### src/rtl/fft_pkg.sv
// Shared definitions for the FFT input-pair sequencer: FSM state encoding,
// pair-count helper and the default statistics counter width.
package fft_pkg;

    typedef enum logic {
        ST_IDLE  = 1'b0,
        ST_ISSUE = 1'b1
    } state_e;

    localparam int STAT_W_DEF = 16;

    // One pair per (a,b) combination of complex words.
    function automatic int num_pairs(input int no_comp_word);
        return no_comp_word * no_comp_word;
    endfunction

endpackage

### src/rtl/fft_sat_counter.sv
// Event counter that either saturates at all-ones or wraps modulo 2**W.
// Cleared only by the asynchronous active-low reset.
module fft_sat_counter #(
    parameter int W        = 16,
    parameter bit SATURATE = 1'b1
) (
    input  logic         clk,
    input  logic         rst,
    input  logic         inc,
    output logic [W-1:0] cnt
);

    logic [W-1:0] cnt_q;
    logic [W-1:0] cnt_d;

    always_comb begin
        cnt_d = cnt_q;
        if (inc && !(SATURATE && (&cnt_q))) begin
            cnt_d = cnt_q + 1'b1;
        end
    end

    always_ff @(posedge clk or negedge rst) begin
        if (!rst) begin
            cnt_q <= '0;
        end else begin
            cnt_q <= cnt_d;
        end
    end

    assign cnt = cnt_q;

endmodule

### src/rtl/fft_in_pair_sched.sv
// Sequencer for the FFT input pair register: accepts a frame, then walks addr
// over every {b,a} pair. Statistics counters exist only with FFT_SEQ_STATS_EN.
module fft_in_pair_sched
    import fft_pkg::*;
#(
    parameter int NO_comp_word = 2,
    parameter int data_width   = 8,
    parameter int STAT_W       = STAT_W_DEF
) (
    input  logic                    clk,
    input  logic                    rst,
    input  logic                    flush,
    input  logic                    in_valid,
    output logic                    in_ready,
    output logic                    load_en,
    output logic [NO_comp_word-1:0] addr,
    output logic                    pair_valid,
    input  logic                    pair_ready,
    output logic                    pair_last,
    output logic                    busy,
    output logic [STAT_W-1:0]       frame_cnt,
    output logic [STAT_W-1:0]       stall_cnt
);

    localparam int NUM_PAIRS = num_pairs(NO_comp_word);
    localparam logic [NO_comp_word-1:0] LAST_ADDR = NO_comp_word'(NUM_PAIRS - 1);

    if (NUM_PAIRS > (1 << NO_comp_word) || data_width < 1) begin : g_cfg_err
        $error("fft_in_pair_sched: unsupported NO_comp_word/data_width");
    end

    state_e                  state_q;
    logic [NO_comp_word-1:0] addr_q;

    // Flush outranks every transition; addr only moves on an accepted pair.
    always_ff @(posedge clk or negedge rst) begin
        if (!rst) begin
            state_q <= ST_IDLE;
            addr_q  <= '0;
        end else if (flush) begin
            state_q <= ST_IDLE;
            addr_q  <= '0;
        end else begin
            case (state_q)
                ST_IDLE: begin
                    if (in_valid) begin
                        state_q <= ST_ISSUE;
                        addr_q  <= '0;
                    end
                end
                ST_ISSUE: begin
                    if (pair_ready) begin
                        if (addr_q == LAST_ADDR) begin
                            state_q <= ST_IDLE;
                            addr_q  <= '0;
                        end else begin
                            addr_q <= addr_q + 1'b1;
                        end
                    end
                end
                default: begin
                    state_q <= ST_IDLE;
                    addr_q  <= '0;
                end
            endcase
        end
    end

    assign busy       = (state_q != ST_IDLE);
    assign pair_valid = (state_q == ST_ISSUE);
    assign addr       = addr_q;
    assign pair_last  = pair_valid && (addr_q == LAST_ADDR);
    assign in_ready   = (state_q == ST_IDLE) && !flush;
    assign load_en    = in_valid && in_ready;

`ifdef FFT_SEQ_STATS_EN
    logic frame_done;
    logic stall_evt;

    assign frame_done = pair_last && pair_ready && !flush;
    assign stall_evt  = pair_valid && !pair_ready;

    fft_sat_counter #(.W(STAT_W), .SATURATE(1'b0)) u_frame_cnt (
        .clk (clk),
        .rst (rst),
        .inc (frame_done),
        .cnt (frame_cnt)
    );

    fft_sat_counter #(.W(STAT_W), .SATURATE(1'b1)) u_stall_cnt (
        .clk (clk),
        .rst (rst),
        .inc (stall_evt),
        .cnt (stall_cnt)
    );
`else
    assign frame_cnt = '0;
    assign stall_cnt = '0;
`endif

endmodule
### config.mk
export PLATFORM = sky130hd
export DESIGN_NAME = fft_in_pair_sched
export DESIGN_NICKNAME = d
export VERILOG_FILES = /design/src/rtl/fft_pkg.sv /design/src/rtl/fft_sat_counter.sv /design/src/rtl/fft_in_pair_sched.sv
export SDC_FILE = /design/constraint.sdc
export NUM_CORES = 1
export LEC_CHECK = 0
export ABC_AREA = 1
export CAP_MARGIN = 10
export CORE_MARGIN = 5
export CORE_UTILIZATION = 29
export CTS_CLUSTER_SIZE = 25
export DETAILED_ROUTE_END_ITERATION = 10
export DONT_BUFFER_PORTS = 1
export GPL_ROUTABILITY_DRIVEN = 0
export PLACE_DENSITY_LB_ADDON = 0.05
export RECOVER_POWER = 25
export SKIP_LAST_GASP = 1
export SLEW_MARGIN = 20
export SYNTH_ARGS = -nofsm -noshare
export SYNTH_HDL_FRONTEND = slang
export SYNTH_SLANG_ARGS = --single-unit
### constraint.sdc
create_clock -name clk -period 0.95 [get_ports clk]
set_input_delay 0.095 -clock clk [delete_from_list [all_inputs] [get_ports clk]]
set_output_delay 0.095 -clock clk [all_outputs]
set_load 0.005 [all_outputs]
==> out/metrics.yaml, run 1 <==
status:
  outcome: "finished with violations"
  violations: "setup timing"
drt:
  routed_via_density: 3.37
  drtPass1Iterations: 2
  first_iter_violations: 2
  antenna_left: 0
  routedWlPerCell_um: 8.47
  detail_route.wirelength_um: 686
  drc: 0
  num_vias: 273
sta:
  finalWorstSetupSlack_ps: -60.1
  finalHoldViolations: 0
  fin_crit_sh_pct: 106
  rsz0062_at_grt: "true"
  fin_crit_ps: 1010
  clock_skew_ps: 0.384
  fmax_ghz: 0.990
  maxSlewViolCount: 0
  setup_tns_ps: -277
  finalSetupViolations: 8
power:
  power.total_mw: 0.452
  p_per_area_nw_per_um2: 1080
  vdd_drop_max_uv: 423
  p_leak_nw: 0.258
placement:
  placedCellCount: 74
  portBuffers: 0
  hpwl_um: 614
  place_ws_ps: 33.6
logic_synthesis:
  synth_area_leaders: "buf_4 58%, dfrtp_1 18%, nand2_1 6.2%, ha_1 2.9%, nand4_1 2.9%"
  synth_area_per_cell_um2: 7.44
  yosysTopAreaCell: "buf_4"
  netlist.area_leader.share_pct: 58.4
  seq_area_frac_synth_pct: 17.7
  synthCells: 57
  yosys-top-cells-count: "33 x buf_4, 7 x nand2_1, 3 x dfrtp_1, 3 x inv_1"
  synthesis.area_um2: 424
  yosys_warnings: 0
  ys.flop_type: "dfrtp_1"
  synth_edf_count: 0
  ys_async_sr_fraction_pct: 100
  ys_types: 13
  yosysMostFrequentCell: "buf_4"
  yosys_register_bits: 3
global_routing:
  grt_pass1_wl_um: 800
  grt_overflow: 0
  groute.usage.overall_pct: 5.47
  grt_start_max_net_pins: 6
  grt_pass1_vias: 210
  antenna_found_initial: 0
hold_path:
  whs_path_depth: 2
  hold_path.class: "in2reg"
  min-delay-start: "in_valid"
  hold_end: "busy"
setup_path:
  crit_arrival_ps: 920
  endpoint_kind: "output port"
  cp-startpoint: "busy"
  start_kind: "flop"
  r2r-start: "addr[1]"
  r2r_end: "busy"
  r2r_cells: 5
  worstPathRequired_ps: 850
  r2r_setup_slack_ps: -30
  path_class: "reg2out"
  cp_max_fo: 5
clocking:
  worstSkewPairLatency_ps: 230
  cts_buffers: 3
  clk_pin_slew_worst_paths_ps: 30
  cts_max_path_buffers: 2
  cts-htree-levels: 1
  root_buffer: "clkbuf_4"
  tritoncts: "yes"
  clock-sinks: 3
floorplan:
  initial_core_util_pct: 31.4
  dieArea_um2: 2330
  die_y_um: 48.2
  rows: 13
  die_w_um: 48.2
  core_area_um2: 1350
  io_pins: 44
cells_and_area:
  fillers: 164
  layout-drive-gt1-share_pct: 27.3
  finalNetCount: 73
  regArea_um2: 76.3
  antenna_cells: 0
  synthToLayoutAreaGrowth_pct: -1.47
  multi_input_area_um2: 219
  layout.cells.non_filler: 81
  utilization_pct: 31.0
run:
  cap_violations: 0
[critical path, cell delays in order, from the launching register on]
cell and delay [ps]:
dfrtp_2 440, buf_6 140, buf_6 110
[placed cells by master, fill, tap and decap left out]
| cell | n |
|---|---|
| buf_4 | 4 |
| buf_6 | 2 |
| clkbuf_1 | 1 |
| clkbuf_4 | 3 |
| conb_1 | 32 |
| dfrtp_1 | 2 |
| dfrtp_2 | 1 |
| dlygate4sd3_1 | 1 |
| ha_2 | 1 |
| inv_1 | 2 |
| inv_2 | 2 |
| nand2_1 | 6 |
| nand2_2 | 1 |
| nand3_1 | 1 |
| nand4_1 | 2 |
| nor2_1 | 1 |
| nor2_2 | 2 |
| nor3b_2 | 1 |
| o21ai_2 | 1 |
[report_power, final]
part	internal (mW)	switching (mW)	leakage, nW
registers	0.135	0.00746	0.0388
logic	0.0315	0.0589	0.204
clock network	0.157	0.0619	0.0150
total	0.323	0.128	0.258
[what timing repair did]
action,CTS,global route
setup buffers,2,0
hold buffers,1,0
endpoints found under the setup margin,5,8
gates resized for setup,8,1
pin swaps,1,2
hold endpoints to repair,3,0
[flip-flops by register name (all words and copies together), names as in the netlist]
| signal | count |
|---|---|
| busy | 1 |
| addr | 2 |
[per-stage QoR]
step	hold slack [ps]	instance area (µm²)
detailed placement	-200	342
floorplan	-201	541
finish	28.1	418
global placement	-200	342
CTS	21.2	414
global route	36.3	418
[logic make-up after synthesis]
logic type / synth area share (%)
buffers and inverters: 61.9
AND/OR/NAND/NOR: 15.3
flip-flops: 17.7
AO/OA/AOI/OAI: 1.18
adder cells (fa/ha/maj): 2.95
other: 0.884
[layout make-up]
| cell class | count | area share, % |
|---|---|---|
| clock buffers | 4 | 6.29 |
| well taps | 15 | 4.49 |
| repair buffers | 7 | 15.0 |
| inverters | 4 | 3.59 |
| flip-flops and latches | 3 | 18.3 |
| multi-input cells | 48 | 52.4 |
[worst max path at each step]
stage	endpoint	slack, ps	depth (start not counted)
final	busy	-60	2
after global routing	busy	-90	2
after CTS	busy	-70	2
after detailed placement	addr[1]	30	3
after global placement	addr[1]	10	3
after floorplan	addr[1]	20	3
[per-layer routing]
| layer | track usage, % | wire [µm] | up-vias |
|---|---|---|---|
| met5 | 0 | 0 | - |
| met1 | 5.96 | 209 | 116 |
| met4 | 6.45 | 0 | 0 |
| met3 | 4.06 | 187 | 0 |
| met2 | 5.99 | 290 | 30 |
| li1 | - | - | 127 |
No activity file was read; power rests on OpenSTA's default activity.
==> run 2, diff against run 1 <==
Settings changed: CORE_AREA from default to 2 2 39 41, CORE_MARGIN 5 to default, CORE_UTILIZATION 29 to default, DIE_AREA from default to 0 0 41 43.
==> run 2 against run 1 <==
Sequential cell count unchanged. Design area up 0.60%. The run still ends with setup timing left. Maximum frequency up 1.2%. Via count is 2.2% lower. Wire length decreased by 14%. Non-clock buffer count is the same. Clock-buffer cell count unchanged. Worst hold slack got worse by 3.3 ps. Register-to-register slack hardly changed. Final cell count rose by 1.2%. Sequential share of layout area down 0.11 points.
==> out/metrics.yaml, run 2 (synthesized netlist as in run 1, its figures left out) <==
sta:
  finalSetupViolations: 3
  finalHoldViolations: 0
  holdWs_ps: 24.8
  clock_skew_ps: 0.682
  setup_tns_ps: -137
  finalWorstSetupSlack_ps: -48.1
  fin_crit_ps: 998
  fin_crit_sh_pct: 105
  fmax_ghz: 1.00
  maxSlewViolCount: 0
  rsz0062_at_grt: "true"
setup_path:
  endpoint_kind: "output port"
  worstPathRequired_ps: 850
  max_stage_delay_ps: 380
  cp-startpoint: "addr[0]"
  crit_slowest_cell: "dfrtp_1"
  r2r-start: "addr[0]"
  cp_cell_sequence: "ha_2 -> nand2_2 -> inv_2"
  critical_path.top_delay_family: "flip-flops"
  timing.critical_path.buf_inv: 1
  crit_arrival_ps: 900
  start_kind: "flop"
  path_class: "reg2out"
  cp_max_fo: 2
floorplan:
  io_pins: 44
  die_y_um: 43
  dieArea_um2: 1760
  rows: 14
  initial_core_util_pct: 30.7
  die_w_um: 41
  core_area_um2: 1380
drt:
  routed_via_density: 3.26
  drc: 0
  routedWlPerCell_um: 7.21
  drtPass1Iterations: 2
  num_vias: 267
  detail_route.wirelength_um: 591
  first_iter_violations: 1
  antenna_left: 0
clocking:
  cts-htree-levels: 1
  tritoncts: "yes"
  clk_pin_slew_worst_paths_ps: 30
  clock-sinks: 3
  root_buffer: "clkbuf_4"
  worstSkewPairLatency_ps: 230
  cts_buffers: 3
  cts_max_path_buffers: 2
global_routing:
  grt_pass1_wl_um: 738
  grt_overflow: 0
  grt_pass1_vias: 182
  antenna_found_initial: 0
  groute.usage.overall_pct: 7.24
  grt_start_max_net_pins: 8
run:
  cap_violations: 0
hold_path:
  min-delay-start: "pair_ready"
  hold_path.class: "in2reg"
power:
  power.total_mw: 0.450
  p_leak_nw: 0.257
  vdd_drop_max_uv: 376
  p_per_area_nw_per_um2: 1070
cells_and_area:
  antenna_cells: 0
  largest_reg_flops: 2
  utilization_pct: 30.4
  finalNetCount: 73
  synthToLayoutAreaGrowth_pct: -0.885
  final_common_cell: "conb_1"
  final_cell_mix: "32 x conb_1, 6 x nand2_1, 5 x buf_4"
  layout-drive-gt1-share_pct: 27.3
status:
  violations: "setup timing"
  outcome: "finished with violations"
placement:
  hpwl_um: 481
  portBuffers: 0
==> run 2: cell counts in the layout (fill, tap and decap cells not counted) <==
Identical to the previous run, type by type.
==> run 2: repair_timing <==
action | in CTS | in global routing
gates cloned | 0 | 0
hold buffers | 1 | 0
pin swaps | 1 | 3
hold endpoints to repair | 3 | 0
endpoints found under the setup margin | 4 | 8
resized for setup | 6 | 3
setup buffers | 1 | 1
==> run 2: routing by layer <==
layer  global-route usage, %  part of all wire, %
met1                    7.12                   32
met2                    8.75                   48
met3                    5.24                   19
met4                    8.00                    0
met5                       0                    0
==> run 2: worst register-to-register path, cell delays in order, from the launching register on <==
cell,delay [ps]
dfrtp_1,350
ha_2,180
nand2_2,60
buf_4,140
o21ai_2,100
nor2_1,60
==> run 2: area by class of cell <==
class                           instances  area (µm²)
Inverter                                4        15.0
Timing Repair Buffer                    7        58.8
Fill cell                             167         963
Tap cell                               16        20.0
Multi-Input combinational cell         48         224
Clock buffer                            4        26.3
Sequential cell                         3        76.3
==> run 2: power by group <==
| group | internal (mW) | leakage (nW) | switching, mW |
|---|---|---|---|
| Sequential | 0.135 | 0.0388 | 0.0109 |
| Combinational | 0.0306 | 0.204 | 0.0547 |
| Clock | 0.157 | 0.0150 | 0.0623 |
==> run 2: worst paths after layout <==
kind / endpoint / slack (ps) / depth (start not counted)
max in group asynchronous: busy / 670 / 1
worst min-delay path: addr[0] / 20 / 2
min in group asynchronous: addr[1] / 120 / 1
worst min register to register: addr[1] / 590 / 3
worst max register to register: busy / -40 / 5
worst max-delay path: pair_last / -50 / 3
==> run 2: stage by stage <==
step	std cells	setup slack, ps	area (µm²)
4_1_cts	81	-52.9	402
6_report	82	-48.1	420
3_5_place_dp	75	26.9	343
3_3_place_gp	75	22.6	343
2_1_floorplan	88	24.7	541
5_1_grt	82	-109	420
